--- config.mk ---
export PLATFORM = sky130hd
export DESIGN_NAME = program_counter_stack
export DESIGN_NICKNAME = d
export VERILOG_FILES = /design/src/rtl/program_counter_stack.sv
export SDC_FILE = /design/constraint.sdc
export NUM_CORES = 1
export LEC_CHECK = 0
export CAP_MARGIN = 15
export CORE_MARGIN = 10
export CORE_UTILIZATION = 59
export CTS_CLUSTER_DIAMETER = 200
export DETAILED_ROUTE_END_ITERATION = 10
export PLACE_DENSITY = 0.79
export SLEW_MARGIN = 10
export SYNTH_ARGS = -nofsm -noshare
export SYNTH_HDL_FRONTEND = slang
export SYNTH_SLANG_ARGS = --single-unit
--- constraint.sdc ---
create_clock -name clock -period 4.5 [get_ports clock]
set_clock_uncertainty 0.1 [all_clocks]
set_input_delay 1.125 -clock clock [delete_from_list [all_inputs] [get_ports clock]]
set_output_delay 1.125 -clock clock [all_outputs]
set_load 0.02 [all_outputs]
--- src/rtl/program_counter_stack.sv ---
// program_counter_stack: fetch-stage program counter with a bounded
// hardware return-address stack and sticky stack error flags.
// Optional build macro: PC_TRAP_EN. When it is defined, a call on a full
// stack or a ret on an empty stack also redirects the PC to TRAP_VECTOR.
module program_counter_stack #(
  parameter int unsigned PC_WIDTH     = 16,
  parameter int unsigned OFFSET_WIDTH = 8,
  parameter int unsigned STACK_DEPTH  = 8,
  parameter logic [PC_WIDTH-1:0] RESET_VECTOR = '0,
  parameter logic [PC_WIDTH-1:0] TRAP_VECTOR  = '1
) (
  input  logic                             clock,
  input  logic                             clear_n,
  input  logic                             enable,
  input  logic                             load,
  input  logic                             branch,
  input  logic                             call,
  input  logic                             ret,
  input  logic [PC_WIDTH-1:0]              new_pc,
  input  logic [OFFSET_WIDTH-1:0]          offset,
  output logic [PC_WIDTH-1:0]              pc_out,
  output logic [$clog2(STACK_DEPTH+1)-1:0] stack_depth,
  output logic                             stack_full,
  output logic                             stack_empty,
  output logic                             overflow_err,
  output logic                             underflow_err
);

  localparam int unsigned DEPTH_W = $clog2(STACK_DEPTH + 1);
  localparam int unsigned INDEX_W = $clog2(STACK_DEPTH);

  logic [PC_WIDTH-1:0] stack_mem [STACK_DEPTH];

  logic [PC_WIDTH-1:0] pc_inc;
  logic [PC_WIDTH-1:0] offset_ext;
  logic [INDEX_W-1:0]  push_idx;
  logic [INDEX_W-1:0]  pop_idx;

  logic [PC_WIDTH-1:0] pc_next;
  logic [DEPTH_W-1:0]  depth_next;
  logic                push_en;
  logic                ovf_set;
  logic                unf_set;

  assign stack_full  = (stack_depth == DEPTH_W'(STACK_DEPTH));
  assign stack_empty = (stack_depth == '0);

  // Return address and branch target both wrap modulo 2^PC_WIDTH.
  assign pc_inc     = pc_out + 1'b1;
  assign offset_ext = PC_WIDTH'(signed'(offset));

  // The depth counter indexes the array directly: the next free slot on a
  // push, the top entry on a pop. Both are only used when in range.
  assign push_idx = INDEX_W'(stack_depth);
  assign pop_idx  = INDEX_W'(stack_depth - 1'b1);

`ifndef PC_TRAP_EN
  logic unused_trap_vector;
  assign unused_trap_vector = ^TRAP_VECTOR;
`endif

  // Operation select with fixed priority call > ret > load > branch > increment.
  always_comb begin
    pc_next    = pc_out;
    depth_next = stack_depth;
    push_en    = 1'b0;
    ovf_set    = 1'b0;
    unf_set    = 1'b0;
    if (enable) begin
      if (call) begin
        pc_next = new_pc;
        if (!stack_full) begin
          push_en    = 1'b1;
          depth_next = stack_depth + 1'b1;
        end else begin
          ovf_set = 1'b1;
`ifdef PC_TRAP_EN
          pc_next = TRAP_VECTOR;
`endif
        end
      end else if (ret) begin
        if (!stack_empty) begin
          pc_next    = stack_mem[pop_idx];
          depth_next = stack_depth - 1'b1;
        end else begin
          unf_set = 1'b1;
`ifdef PC_TRAP_EN
          pc_next = TRAP_VECTOR;
`else
          pc_next = pc_inc;
`endif
        end
      end else if (load) begin
        pc_next = new_pc;
      end else if (branch) begin
        pc_next = pc_out + offset_ext;
      end else begin
        pc_next = pc_inc;
      end
    end
  end

  // PC, depth counter and sticky error flags.
  always_ff @(posedge clock or negedge clear_n) begin
    if (!clear_n) begin
      pc_out        <= RESET_VECTOR;
      stack_depth   <= '0;
      overflow_err  <= 1'b0;
      underflow_err <= 1'b0;
    end else begin
      pc_out      <= pc_next;
      stack_depth <= depth_next;
      if (ovf_set) overflow_err  <= 1'b1;
      if (unf_set) underflow_err <= 1'b1;
    end
  end

  // Return-address storage; contents are don't-care after reset.
  always_ff @(posedge clock) begin
    if (push_en) stack_mem[push_idx] <= pc_inc;
  end

endmodule

==> run_results.csv, run 1 <==
group,metric,value,unit
final_layout,inserted_diodes,0,
grt,global_route.usage.total,0.230,
routing,drt-initial-drc-count,604,
grt,grt_pass1_vias,5378,
routing,postRouteAntennaNets,0,
synth,post_synth_cell_types,66,
sta,finalCriticalPeriod,3.90,ns
pwr,cellLeakagePower,3.15,nW
clocking,cts.repair.resized,0,
synth,mappedNetlistNets,610,
sta,setup_violations,0,
synth,synthesis.area_per_instance,13.5,sq um
routing,drc,0,
clocking,cts_num_sinks,150,
sta,grt_setup_unrepaired,"no",
setup_path,max_stage_delay,0.65,ns
floorplan,die-width,133,um
setup_path,crit_arrival,2.67,ns
hold_path,hold_class,"register to register",
routing,drt-wirelength-per-cell,25.0,um
sta,timing_max_transition_violations_final,0,
pwr,sw_frac_of_total,0.368,
flow_run,number_of_max_capacitance_violations_reported,0,
placement,dp_hpwl,13500,um
sta,max_clock_freq,256,MHz
final_layout,area_growth,17.4,%
routing,num_vias,5329,
synth,synth_edf_count,128,
grt,grt_pass1_wl,31400,um
setup_path,setup.worst_path.start_class,"register",
grt,antenna_found_initial,0,
synth,synth_async_sr_flop_share,0.147,
pwr,power.switching,2.10,mW
grt,grt-ovfl-total,0,
synth,synth-seq-cells,150,
synth,post_synth_instance_area,7570,sq um
grt,grt_start_max_net_pins,39,
setup_path,crit_top_cell,"inv_1",
final_layout,fin_util,0.707,
floorplan,die_height,133,um
clocking,tritoncts_clock_tree,"yes",
sta,finalWorstSetupSlack,0.601,ns
final_layout,final_area,8880,sq um
routing,detailedRoute.firstPassIterationCount,5,
synth,synth_sequential_area_ratio,0.581,
placement,portBuffers,54,
pwr,peakVddDrop,0.000412,V
routing,postRouteWirelength,20300,um
clocking,cts-buffers-inserted,17,
sta,tightest_slew,1.00,ns
synth,number_of_warning_messages_in_the_yosys_log,0,
pwr,post-layout-total-power,5.70,mW
setup_path,worst-path-max-fanout,13,
synth,synth_flop_cell,"edfxtp_1",
final_layout,num-nets-final,677,
pwr,internal_power,3.60,mW
floorplan,ios,55,
floorplan,placement_rows,41,
setup_path,crit_path_end_kind,"output port",
setup_path,crit_type,"register to output port",
floorplan,dieArea,17800,sq um
placement,placer_s_final_routability_congestion_estimate,0.978,
sta,min_period_over_period,0.866,
floorplan,effective_utilization_at_floorplan,0.602,
pwr,p_seq_frac,0.350,
clocking,worstSkewPairLatency,0.42,ns
pwr,power.share.combinational,0.422,
sta,finalHoldViolCount,0,
setup_path,cpMaxStageDelayCell,"clkdlybuf4s50_1",
clocking,clk_pin_slew,0.06,ns
status,status,"finished, final reports clean",
sta,relSlewSlack,0.328,
sta,fin_tns_setup,0,ns
placement,place_ws,0.736,ns
pwr,p_per_area,642,nW/um^2
floorplan,core_area,12600,sq um
placement,placedInstanceArea,8350,sq um
clocking,post-cts-setup-buffers,0,
routing,avgViaCountPerCell,6.56,
synth,netlist_instances,560,
clocking,ctsHoldBuffers,0,
clocking,cts_root_buf,"clkbuf_16",
pwr,clock_power_share,0.229,
clocking,cts.path.max_buffers,2,
setup_path,critPathRequiredTime,3.27,ns
setup_path,crit_chain,"inv_1, ha_1, or3b_1, inv_1, buf_4, clkdlybuf4s50_1",
final_layout,drive_above_1_share,0.144,
clocking,ctsHtreeMaxLevel,4,
## placed cells by master, fill, tap and decap left out, drive strengths merged, types with 16 or more instances in the layout
master and n:
a21oi 33, buf 17, clkbuf 24, clkdlybuf4s50 53, dfrtp 22, edfxtp 128, ha 18, inv 19
mux2i 16, mux4 32, nand2 44, nor2 43, o21ai 25
## flip-flops by register name, indices dropped and copies added, names as in the netlist
signal and flops:
overflow_err 1, pc_out 16, stack_depth 4, stack_mem 128
underflow_err 1
## layer usage
layer,vias up,share of wire,global-route usage
met5,-,0,0
met4,0,0.029,0.105
met3,52,0.078,0.0500
met2,312,0.50,0.376
met1,2632,0.39,0.289
li1,2333,-,-
## cell usage after synthesis (all sizes together) (7+ instances only)
library cell | instances | area [sq um]
a21o | 8 | 60.1
a21oi | 33 | 165
edfxtp | 128 | 3840
nor3 | 13 | 65.1
buf | 8 | 51.3
mux4 | 32 | 721
ha | 18 | 225
a211oi | 12 | 90.1
nand3 | 10 | 55.1
xnor2 | 13 | 114
and3 | 7 | 43.8
clkbuf | 14 | 52.6
nor2 | 43 | 161
inv | 19 | 71.3
dfrtp | 22 | 551
o221ai | 7 | 61.3
mux2i | 16 | 160
xor2 | 13 | 140
o21ai | 25 | 125
nand2 | 44 | 165
## cell families (layout without fill, tap and decap cells)
group | count (synthesis) | after routing | synth area share
DFF | 150 | 150 | 0.581
and+or+nand+nor | 145 | 145 | 0.0953
AOI/OAI and AO/OA | 125 | 125 | 0.111
muxes | 52 | 52 | 0.122
buffers and inverters | 43 | 123 | 0.0241
xor gates and xnor gates | 26 | 26 | 0.0336
adders and majority gates | 19 | 19 | 0.0324
## worst max-delay path, delay by kind of cell, from the launching register on
family,cells,cell delay [ns]
and+or+nand+nor,1,0.40
DFF,1,0.49
adders and majority gates,1,0.32
buffers and inverters,4,1.04
## final cells by class
class | instances | area [sq um]
clock inverter | 8 | 78.8
fill | 823 | 3680
clock buffer | 24 | 462
tap | 172 | 215
sequential | 150 | 4400
multi-input combinational | 367 | 3000
inverter | 21 | 78.8
timing repair buffer | 70 | 656
## worst paths after layout
kind                                                  from                    endpoint  slack [ns]  depth (start not counted)
worst max-delay path            stack_depth[1]$_DFFE_PN0P_                 stack_empty        0.60                          6
worst min-delay path              overflow_err$_DFFE_PN0P_    overflow_err$_DFFE_PN0P_        0.37                          1
worst max register to register  stack_depth[1]$_DFFE_PN0P_       pc_out[2]$_DFFE_PN0P_        1.41                          8
worst min register to register    overflow_err$_DFFE_PN0P_    overflow_err$_DFFE_PN0P_        0.37                          1
max in group asynchronous                          clear_n  stack_depth[0]$_DFFE_PN0P_        3.26                          1
min in group asynchronous                          clear_n       pc_out[9]$_DFFE_PN0P_        0.61                          1
## power groups by stage
stage	Combinational, mW	Clock, mW	Sequential, mW
floorplan	1.60	0	2.03
global route	2.58	1.37	2.01
global placement	2.30	0	1.99
detailed placement	2.35	0	2.01
CTS	2.39	1.32	1.99
finish	2.40	1.31	1.99
## metrics by stage
stage               hold slack, ns  std cells
floorplan                    0.466        560
global placement             0.347        780
detailed placement           0.362        780
CTS                          0.372        812
global route                 0.392        812
finish                       0.373        812
No activity file was read; power rests on OpenSTA's default activity.
==> run 2, diff against run 1 <==
==> constraint.sdc (replaced) <==
create_clock -name clock -period 4.5 [get_ports clock]
set_clock_uncertainty 0.1 [all_clocks]
set_input_delay 0.45 -clock clock [delete_from_list [all_inputs] [get_ports clock]]
set_output_delay 0.45 -clock clock [all_outputs]
set_load 0.02 [all_outputs]
==> run 2 against run 1 <==
Cell count stayed put. Sequential share of layout area decreased by 0.44 points. Worst hold slack worse by 0.0029 ns. Non-clock buffer count unchanged. Sequential power about the same. Count of clock-buffer cells in the layout up 1. Fmax increased by 12%. Die area unchanged. Register-to-register slack improved by 0.08 ns. Critical path type unchanged. Critical endpoint unchanged. Largest power group unchanged.
==> run_results.csv, run 2 (same netlist as run 1, synthesis figures left out) <==
group,metric,value,unit
placement,dp_hpwl,12800,um
final_layout,top_register,"stack_mem",
clocking,post-cts-setup-buffers,0,
routing,drc,0,
sta,fin_worst_hold_slack,0.370,ns
routing,num_vias,5440,
setup_path,critPathRequiredTime,3.95,ns
sta,finalHoldViolCount,0,
setup_path,r2r.worst_path.cells,9,
setup_path,crit_end,"stack_empty",
pwr,internal_power,3.71,mW
clocking,ctsHtreeMaxLevel,4,
floorplan,core_area,12600,sq um
placement,portBuffers,54,
final_layout,final_area,8960,sq um
sta,tightest_slew,0.949,ns
final_layout,layout.cells.most_common,"edfxtp_1",
final_layout,area_growth,18.5,%
clocking,cts-buffers-inserted,17,
final_layout,sequential_cell_area,4400,sq um
grt,grt_pass1_wl,32100,um
placement,place_ws,1.49,ns
clocking,cts_root_buf,"clkbuf_16",
final_layout,drive_above_1_share,0.147,
floorplan,ios,55,
status,status,"finished, final reports clean",
grt,grt-ovfl-total,0,
clocking,clk_pin_slew,0.06,ns
sta,setup_violations,0,
floorplan,die-width,133,um
pwr,sw_frac_of_total,0.369,
pwr,p_per_area,655,nW/um^2
pwr,post-layout-total-power,5.87,mW
sta,fin_tns_setup,0,ns
pwr,power.switching,2.17,mW
setup_path,crit_type,"register to output port",
final_layout,post_layout_nonfiller_instances,812,
clocking,cts.path.max_buffers,2,
pwr,peakVddDrop,0.000558,V
final_layout,fin_util,0.713,
clocking,tritoncts_clock_tree,"yes",
routing,drt-initial-drc-count,602,
placement,placer_s_final_routability_congestion_estimate,0.984,
final_layout,mostFrequentLayoutCells,"edfxtp_1, clkdlybuf4s50_1, nand2_1",
placement,dpl.cell_count,779,
pwr,cellLeakagePower,3.17,nW
floorplan,dieArea,17800,sq um
sta,timing_max_transition_violations_final,0,
pwr,clock_power_share,0.245,
placement,placedInstanceArea,8340,sq um
routing,detailedRoute.firstPassIterationCount,6,
final_layout,largest_registers,"stack_mem: 128 flops, pc_out: 16 flops, stack_depth: 4 flops",
hold_path,hold_class,"register to register",
floorplan,placement_rows,41,
final_layout,num-nets-final,677,
routing,postRouteWirelength,20900,um
final_layout,multiInputGateArea,3000,sq um
setup_path,worst-path-max-fanout,14,
floorplan,effective_utilization_at_floorplan,0.602,
setup_path,setup.worst_path.start_class,"register",
pwr,p_seq_frac,0.339,
setup_path,crit_path_end_kind,"output port",
setup_path,rr_endpoint,"pc_out[14]$_DFFE_PN0P_",
sta,min_period_over_period,0.777,
routing,postRouteAntennaNets,0,
grt,antenna_found_initial,0,
sta,finalCriticalPeriod,3.49,ns
setup_path,timing.critical_path.from,"stack_depth[1]$_DFFE_PN0P_",
flow_run,number_of_max_capacitance_violations_reported,0,
routing,drt-wirelength-per-cell,25.8,um
setup_path,rrSetupSlack,1.49,ns
sta,finalWorstSetupSlack,1.01,ns
setup_path,crit-reg2reg-launch,"stack_depth[1]$_DFFE_PN0P_",
grt,grt_pass1_vias,5363,
final_layout,largest_reg_flops,128,
pwr,power.share.combinational,0.415,
sta,max_clock_freq,286,MHz
routing,avgViaCountPerCell,6.70,
final_layout,fillerInstances,851,
clocking,cts_num_sinks,150,
setup_path,crit_arrival,2.94,ns
hold_path,hold_path.startpoint,"underflow_err$_DFFE_PN0P_",
sta,grt_setup_unrepaired,"no",
clocking,worstSkewPairLatency,0.42,ns
final_layout,inserted_diodes,0,
sta,relSlewSlack,0.362,
grt,global_route.usage.total,0.236,
floorplan,die_height,133,um
grt,grt_start_max_net_pins,39,
[run 2: layout make-up]
cell class / instances / share of cell area
multi-input cells: 367 / 0.335
well taps: 172 / 0.0240
flip-flops and latches: 150 / 0.490
repair buffers: 70 / 0.0734
clock inverters: 7 / 0.00614
clock buffers: 25 / 0.0627
inverters: 21 / 0.00879
[run 2: timing repair]
action,in CTS,in global routing
endpoints found under the hold margin,0,22
gates resized for setup,0,0
hold buffers,0,1
[run 2: layer usage]
layer | track usage | vias to the layer above | wire (um)
met5 | 0 | - | 0
met4 | 0.107 | 0 | 752
met3 | 0.0466 | 59 | 1660
met2 | 0.392 | 338 | 10400
met1 | 0.294 | 2709 | 8080
li1 | - | 2334 | -
[run 2: power by group through the flow]
stage / Sequential [mW] / Clock [mW] / Combinational [mW]
5_1_grt: 2.01 / 1.50 / 2.61
3_3_place_gp: 2.00 / 0 / 2.31
3_5_place_dp: 2.01 / 0 / 2.34
4_1_cts: 1.99 / 1.45 / 2.42
2_1_floorplan: 2.03 / 0 / 1.60
6_report: 1.99 / 1.44 / 2.44
[run 2: worst min-delay path by stage]
stage	end	slack [ns]	depth (start not counted)
2_1_floorplan	overflow_err$_DFFE_PN0P_	0.05	0
3_3_place_gp	overflow_err$_DFFE_PN0P_	0.35	1
3_5_place_dp	overflow_err$_DFFE_PN0P_	0.36	1
4_1_cts	underflow_err$_DFFE_PN0P_	0.37	1
5_1_grt	underflow_err$_DFFE_PN0P_	0.39	1
6_report	underflow_err$_DFFE_PN0P_	0.37	1
[run 2: critical path: stages (launching register included)]
cell             delay (ns)
dfrtp_1                0.49
inv_1                  0.14
ha_1                   0.32
or3b_1                 0.37
buf_4                  0.19
inv_1                  0.32
clkdlybuf4s50_1        0.69
